<file path="src/rtl/cla64_sequencer.sv">
// rtl/cla64_sequencer.sv - two-requester round-robin sequencer for the shared 64-bit CLA adder
module cla64_sequencer (
    input  logic        clk,
    input  logic        rst_n,
    input  logic        req0_valid,
    output logic        req0_ready,
    input  logic [63:0] req0_a,
    input  logic [63:0] req0_b,
    input  logic        req0_sub,
    input  logic        req1_valid,
    output logic        req1_ready,
    input  logic [63:0] req1_a,
    input  logic [63:0] req1_b,
    input  logic        req1_sub,
    output logic        rsp_valid,
    input  logic        rsp_ready,
    output logic        rsp_id,
    output logic [63:0] rsp_sum,
    output logic        rsp_cout,
    output logic [63:0] add_a,
    output logic [63:0] add_b,
    input  logic [63:0] add_s,
    input  logic        add_cout,
    output logic        busy
);
    typedef enum logic [1:0] {IDLE, PASS1, PASS2, RESP} state_t;

    state_t      state_q, state_d;
    logic [63:0] a_q, a_d, b_q, b_d, res_q, res_d;
    logic        sub_q, sub_d, id_q, id_d, last_q, last_d;
    logic        c1_q, c1_d, cout_q, cout_d;
    logic        fire0, fire1;

    // A requester's ready looks only at the other side's valid, so no valid->ready loop exists.
    always_comb begin
        req0_ready = rst_n && (state_q == IDLE) && (!req1_valid || last_q);
        req1_ready = rst_n && (state_q == IDLE) && (!req0_valid || !last_q);
        fire0      = req0_valid && req0_ready;
        fire1      = req1_valid && req1_ready;
    end

    always_comb begin
        state_d = state_q;
        a_d     = a_q;
        b_d     = b_q;
        sub_d   = sub_q;
        id_d    = id_q;
        last_d  = last_q;
        res_d   = res_q;
        c1_d    = c1_q;
        cout_d  = cout_q;
        add_a   = 64'd0;
        add_b   = 64'd0;
        case (state_q)
            IDLE: begin
                if (fire0 || fire1) begin
                    a_d     = fire1 ? req1_a   : req0_a;
                    b_d     = fire1 ? req1_b   : req0_b;
                    sub_d   = fire1 ? req1_sub : req0_sub;
                    id_d    = fire1;
                    last_d  = fire1;
                    state_d = PASS1;
                end
            end
            PASS1: begin
                add_a   = a_q;
                add_b   = sub_q ? ~b_q : b_q;
                res_d   = add_s;
                c1_d    = add_cout;
                cout_d  = add_cout;
                state_d = sub_q ? PASS2 : RESP;
            end
            PASS2: begin
                // Second pass supplies the missing carry-in of the two's-complement subtract.
                add_a   = res_q;
                add_b   = 64'd1;
                res_d   = add_s;
                cout_d  = c1_q | add_cout;
                state_d = RESP;
            end
            RESP: begin
                if (rsp_ready) state_d = IDLE;
            end
            default: state_d = IDLE;
        endcase
    end

    always_ff @(posedge clk) begin
        if (!rst_n) begin
            state_q <= IDLE;
            a_q     <= 64'd0;
            b_q     <= 64'd0;
            sub_q   <= 1'b0;
            id_q    <= 1'b0;
            last_q  <= 1'b1;
            res_q   <= 64'd0;
            c1_q    <= 1'b0;
            cout_q  <= 1'b0;
        end else begin
            state_q <= state_d;
            a_q     <= a_d;
            b_q     <= b_d;
            sub_q   <= sub_d;
            id_q    <= id_d;
            last_q  <= last_d;
            res_q   <= res_d;
            c1_q    <= c1_d;
            cout_q  <= cout_d;
        end
    end

    assign rsp_valid = (state_q == RESP);
    assign busy      = (state_q != IDLE);
    assign rsp_sum   = res_q;
    assign rsp_cout  = cout_q;
    assign rsp_id    = id_q;
endmodule
</file>
<file path="config.mk">
export PLATFORM = sky130hd
export DESIGN_NAME = cla64_sequencer
export DESIGN_NICKNAME = d
export VERILOG_FILES = /design/src/rtl/cla64_sequencer.sv
export SDC_FILE = /design/constraint.sdc
export NUM_CORES = 1
export LEC_CHECK = 0
export CORE_AREA = 2 2 206 208
export CTS_CLUSTER_DIAMETER = 200
export DETAILED_ROUTE_END_ITERATION = 10
export DIE_AREA = 0 0 208 210
export HOLD_SLACK_MARGIN = 0.1
export MAX_ROUTING_LAYER = met4
export PLACE_DENSITY = 0.63
export SYNTH_ARGS = -nofsm -noshare
export SYNTH_HDL_FRONTEND = slang
export SYNTH_SLANG_ARGS = --single-unit
</file>
<file path="constraint.sdc">
create_clock -name clk -period 2.5 [get_ports clk]
set_input_delay 0.375 -clock clk [delete_from_list [all_inputs] [get_ports clk]]
set_output_delay 0.375 -clock clk [all_outputs]
set_load 0.005 [all_outputs]
</file>
After elaboration in Yosys (flattened, before gate mapping)
Cells that the tools add are included.

operators by class
  muxes and demuxes = 11
  equality and inequality tests = 5
  bitwise operators = 2
  reductions and logical operators = 17

operators by type and width
  kind                  count
  $pmux W64 S2          2
  $mux W64              3
  $not A64 Y64          1
  $pmux W2 S4           1
  $logic_and A1 B1 Y1   5
  $eq A2 B2 Y1 const B  2
  $mux W2               2
  $ne A2 B1 Y1 const B  2
  $reduce_and A2 Y1     2
  $reduce_bool A2 Y1    2
  $logic_not A1 Y1      3
  $logic_or A1 B1 Y1    3
  $eq A2 B1 Y1 const B  1
  $logic_not A2 Y1      1
  $mux W1               2
  $pmux W1 S2           1
  $reduce_or A2 Y1      1
  $or A1 B1 Y1          1

storage, ports and cells
  input port bits = 328
  output and inout port bits = 198
  bits in registers = 199
  word-level logic and storage cells = 44

Logic depth before layout (Yosys ltp)
  depth in word-level cells = 7
  depth in mapped cells = 9
  depth with buffers taken out = 5

Worst setup path after synthesis
OpenSTA, ideal clock, no wires.

  kind = reg2out
  from = register state_q[0]
  to = output add_b[33]
  required time = 2.125 ns
  arrival time = 1.615 ns
  slack = 0.510 ns
  buffers on the path = 3
  stages on the path, launching flop included = 8
  cells stage by stage = dfxtp_1 -> inv_1 -> ha_1 -> buf_2 -> buf_2 -> nand2_1 -> clkbuf_1 -> nor2_1

on the way
  word-level cells in the longest chain between the ends = 2

RTL lines
  what                                                 RTL line  source
  start, declared                                      28        state_t state_q, state_d;
  start signal, assigned                               100       state_q <= state_d;
  $eq A2 B2 Y1 / $eq A2 B1 Y1 (equally long branches)  54        case (state_q)
  $pmux W64 S2 (*)                                     54
  end, declared                                        21        output logic [63:0] add_b,

Every way passes the cells marked *; elsewhere a longest branch is shown, timed or not.

Worst setup path in the final report
  from = register state_q[1]
  to = output add_a[35]

on the way
  word-level cells in the longest chain between the ends = 2

RTL lines
  what                                                 RTL line  source
  $eq A2 B2 Y1 / $eq A2 B1 Y1 (equally long branches)  54
  $pmux W64 S2 (*)                                     54
  end, declared                                        20        output logic [63:0] add_a,

Marks and branches as above.

==> metrics.log <==
[metrics] run status: complete, but fails checks
[metrics] violations in the final reports: negative setup slack
[metrics] library cell occupying the most area in the post-synthesis netlist: sky130_fd_sc_hd__dfxtp_1
[metrics] initial cell density of the core: between 20% and 30%
[metrics] Overall Power: between 15 and 20 mW
[metrics] share of final-layout standard cells stronger than drive strength 1: between 10% and 20%
[metrics] maximum ir drop on the vdd rail: around 0.71 mV
[metrics] met1 WL: roughly 18 mm
[metrics] level count of the clock H-tree: 4
[metrics] Inserted Clock Buffers: 17
[metrics] insertion delay to the later sink of the worst-skew pair: 440 ps
[metrics] Cells after Synth: approximately 1000
[metrics] highest net fanout along the worst path: 8
[metrics] vias in the first global route: just under 10000
[metrics] Net Sw Frac: between 30% and 40%
[metrics] num ports: between 500 and 600
[metrics] endpoint type of the worst setup path: output pin
[metrics] Final HPWL DP: 29.2 mm
[metrics] number of DRC markers after the initial detailed-route iteration: about 350
[metrics] largest cells by area after synthesis: sky130_fd_sc_hd__dfxtp_1 (39%), sky130_fd_sc_hd__mux2i_1 (19%), sky130_fd_sc_hd__a22o_1 (5.5%)
[metrics] Die Span X: 208 um
[metrics] Final Core Density: 41.5%
[metrics] number of inserted diodes: 0
[metrics] Warnings, synthesis: 0
[metrics] GRT Total Usage: between 10% and 20%
[metrics] sw power: 5.39 mW
[metrics] max_cap viols: 0
[metrics] most used standard cells in the synthesized netlist: sky130_fd_sc_hd__dfxtp_1 (199), sky130_fd_sc_hd__mux2i_1 (195), sky130_fd_sc_hd__nand3_1 (88)
[metrics] commonest register cell after synthesis: sky130_fd_sc_hd__dfxtp_1
[metrics] number of antenna violations at the first check in global routing: 0
[metrics] final RePlAce weighted congestion: between 0.8 and 0.9
[metrics] remaining global-route overflow: 0
[metrics] worst setup path class: reg -> out
[metrics] final net count: about 1900
[metrics] final WL: around 41 mm
[metrics] Min Clock Period, post-route: 2540 ps
[metrics] Syn-to-layout area delta: 68.5%
[metrics] combinational share of power: 46.8%
[metrics] Clock Pin Slew Worst Setup and Hold Paths: 80 ps
[metrics] post-route clock skew: 12.4 ps
[metrics] Synth Net Count: roughly 1400
[metrics] number of pins with negative max-slew slack in the final report: 0
[metrics] met3 WL: roughly 2.7 mm
[metrics] finished layout cell area: between 15000 and 20000 um2
[metrics] library cell with the highest instance count after synthesis: sky130_fd_sc_hd__dfxtp_1
[metrics] average footprint of a synthesized cell: around 9.8 um2
[metrics] Yosys cell types: 31
[metrics] detailed-routed wire length on met2: ~20 mm
[metrics] power density relative to cell area: 879 nW/um2
[metrics] area of the mapped netlist: 10200 um2
[metrics] sequential element share of the synthesized area: just under 40%
[metrics] via count: just under 10000
[metrics] slew at the pin with the worst max-slew slack: between 1000 and 1500 ps
[metrics] number of iterations in the first detailed-routing pass: 4
[metrics] drt drc: 0
[metrics] final setup margin: -38.5 ps
[metrics] tightest slew margin relative to the limit: 26.8%
[metrics] share of synthesized flip-flops with an asynchronous set or reset: 0%
[metrics] number of hold buffers added after CTS: 0
[metrics] Hold WC Path Type: in -> reg
[metrics] count of state elements after synthesis: 199
[metrics] fill cell instance count of the final layout: slightly above 4000
[metrics] CTS tree: done
[metrics] Die Height: between 200 and 250 um
[metrics] wire length per cell: around 19 um
[metrics] clock tree root driver cell: sky130_fd_sc_hd__clkbuf_16
[metrics] Clock Sinks: 199
[metrics] pin count of the biggest net entering global routing: 110
[metrics] setup violation total in the final timing report: 11
[metrics] # rows: 75
[metrics] floorplan die area: between 40000 and 50000 um2
[metrics] Post-synth EDFFs: 0
[metrics] proportion of power drawn by the clock network: roughly 18%
[metrics] Post-Place Cell Area: 16200 um2
[metrics] maximum number of buffers from clock root to sink: 2
[metrics] count of endpoints failing hold in the final timing report: 0
[metrics] Sequential Power Share: a little over a third
[metrics] top layer reached by signal wires: met4
[metrics] count of input and output buffers: between 500 and 600
[metrics] leakage power summed over all cells: ~7.0 nW
[metrics] Post-DRT Antenna Nets: 0
[metrics] total internal power: roughly 10 mW
[metrics] setup repair after global routing missed its margin: yes
[metrics] core outline area: 41500 um2
[metrics] critical path startpoint category: flop
[metrics] fraction of post-synthesis cell area in the top cell type by area: roughly two fifths
[metrics] Vias per Instance: approximately 4.6
[metrics] data arrival time of the critical path: approximately 2200 ps
[metrics] fraction of the cycle the final worst path needs: 102%
[metrics] wire length of the first global-routing pass: slightly below 60 mm
[metrics] f_max: 394 MHz
[metrics] critical path required time: between 2000 and 2500 ps
==> final timing paths <==
kind / end / cells after the start / from / slack (ps)
min reg2reg: a_q[30]$_SDFFE_PN0P_ / 2 / a_q[30]$_SDFFE_PN0P_ / 470
max: add_a[35] / 9 / state_q[1]$_SDFFE_PN0P_ / -40
max reg2reg: rsp_sum[10]$_SDFFE_PN0P_ / 6 / state_q[1]$_SDFFE_PN0P_ / 320
min: last_q$_SDFFE_PN1P_ / 2 / rst_n / 180
==> state kept, by name, summed over array words and instances (netlist names) <==
name	cells
a_q	64
b_q	64
rsp_sum	64
state_q	2
c1_q	1
last_q	1
rsp_cout	1
rsp_id	1
sub_q	1
==> per-stage QoR <==
step / setup slack [ps] / instances / hold WS (ps) / setup TNS (ps)
final: -38.5 / 2126 / 179 / -214
after global routing: -115 / 2126 / 172 / -1310
after CTS: -178 / 2109 / 135 / -1450
after detailed placement: 117 / 2057 / 459 / 0
after global placement: 137 / 2057 / 451 / 0
after floorplan: 510 / 1046 / 440 / 0
==> worst max-delay path, cell delays in order (launching register included) <==
cell	delay [ps]
sky130_fd_sc_hd__dfxtp_2	360
sky130_fd_sc_hd__inv_4	60
sky130_fd_sc_hd__ha_4	270
sky130_fd_sc_hd__and2_4	160
sky130_fd_sc_hd__buf_12	150
sky130_fd_sc_hd__buf_8	120
sky130_fd_sc_hd__buf_8	120
sky130_fd_sc_hd__buf_16	140
sky130_fd_sc_hd__a22o_1	230
sky130_fd_sc_hd__clkbuf_2	110
==> power by group through the flow <==
stage / Clock, mW / Combinational [mW] / Sequential (mW)
floorplan: 0 / 3.59 / 5.02
global placement: 0 / 6.33 / 5.45
detailed placement: 0 / 6.42 / 5.42
CTS: 2.85 / 6.85 / 5.36
global route: 2.95 / 7.61 / 5.42
finish: 2.74 / 7.07 / 5.31
==> kinds of logic (layout without fill, tap and decap cells) <==
family / Yosys count / after routing / share of synthesized area, %
flops: 199 / 199 / 39.0
compound gates: 209 / 209 / 14.5
xor+xnor: 64 / 64 / 5.49
simple gates: 269 / 269 / 15.2
buf+inv: 105 / 646 / 6.04
fa+ha+maj: 5 / 5 / 0.613
mux: 195 / 195 / 19.1
==> layout make-up <==
type	count	area [um2]	share of cell area, %
timing repair buffer	609	6260	36.4
multi-input combinational	742	5680	33.0
sequential	199	3990	23.2
tap	539	674	3.92
clock buffer	21	470	2.73
clock inverter	11	96.3	0.560
inverter	5	23.8	0.138
==> cell usage in the layout (no fill, tap or decap), types with 2 or more instances in the layout <==
cell                                n
sky130_fd_sc_hd__and2_4             2
sky130_fd_sc_hd__inv_6              2
sky130_fd_sc_hd__clkdlybuf4s50_1  399
sky130_fd_sc_hd__xnor2_1           63
sky130_fd_sc_hd__nand2_1            3
sky130_fd_sc_hd__buf_16             5
sky130_fd_sc_hd__nand3_2           41
sky130_fd_sc_hd__o21ai_2           43
sky130_fd_sc_hd__a22o_1            64
sky130_fd_sc_hd__nand3_1           88
sky130_fd_sc_hd__clkbuf_2          34
sky130_fd_sc_hd__nor2b_1           68
sky130_fd_sc_hd__clkdlybuf4s15_1   32
sky130_fd_sc_hd__a21oi_1            6
sky130_fd_sc_hd__mux2i_1          195
sky130_fd_sc_hd__clkbuf_16         21
sky130_fd_sc_hd__inv_4              2
sky130_fd_sc_hd__nor2_2             5
sky130_fd_sc_hd__nor2_1            60
sky130_fd_sc_hd__o21ai_0            3
sky130_fd_sc_hd__dlymetal6s2s_1    26
sky130_fd_sc_hd__ha_4               2
sky130_fd_sc_hd__dlygate4sd2_1     27
sky130_fd_sc_hd__dfxtp_4            2
sky130_fd_sc_hd__buf_4             42
sky130_fd_sc_hd__dfxtp_1          196
sky130_fd_sc_hd__buf_6              3
sky130_fd_sc_hd__clkinv_2           5
sky130_fd_sc_hd__clkbuf_8           3
sky130_fd_sc_hd__o21ai_1           86
sky130_fd_sc_hd__buf_2              6
sky130_fd_sc_hd__ha_1               3
sky130_fd_sc_hd__buf_8              7
sky130_fd_sc_hd__buf_12            23
sky130_fd_sc_hd__inv_1              3
sky130_fd_sc_hd__clkinvlp_4         2
==> metal layers <==
layer / vias to the layer above / GRT usage, %
li1: 4751 / -
met1: 4541 / 21.6
met2: 394 / 29.5
met3: 49 / 5.17
met4: 0 / 5.77
met5: - / -
==> repair_timing <==
action                                  in CTS  in global routing
gates resized for setup                    165                116
endpoints found under the setup margin     128                 92
gates cloned                                 7                  4
buffers inserted                            15                 14
pin swaps                                    7                 13
(Power assumes the default switching activity.)
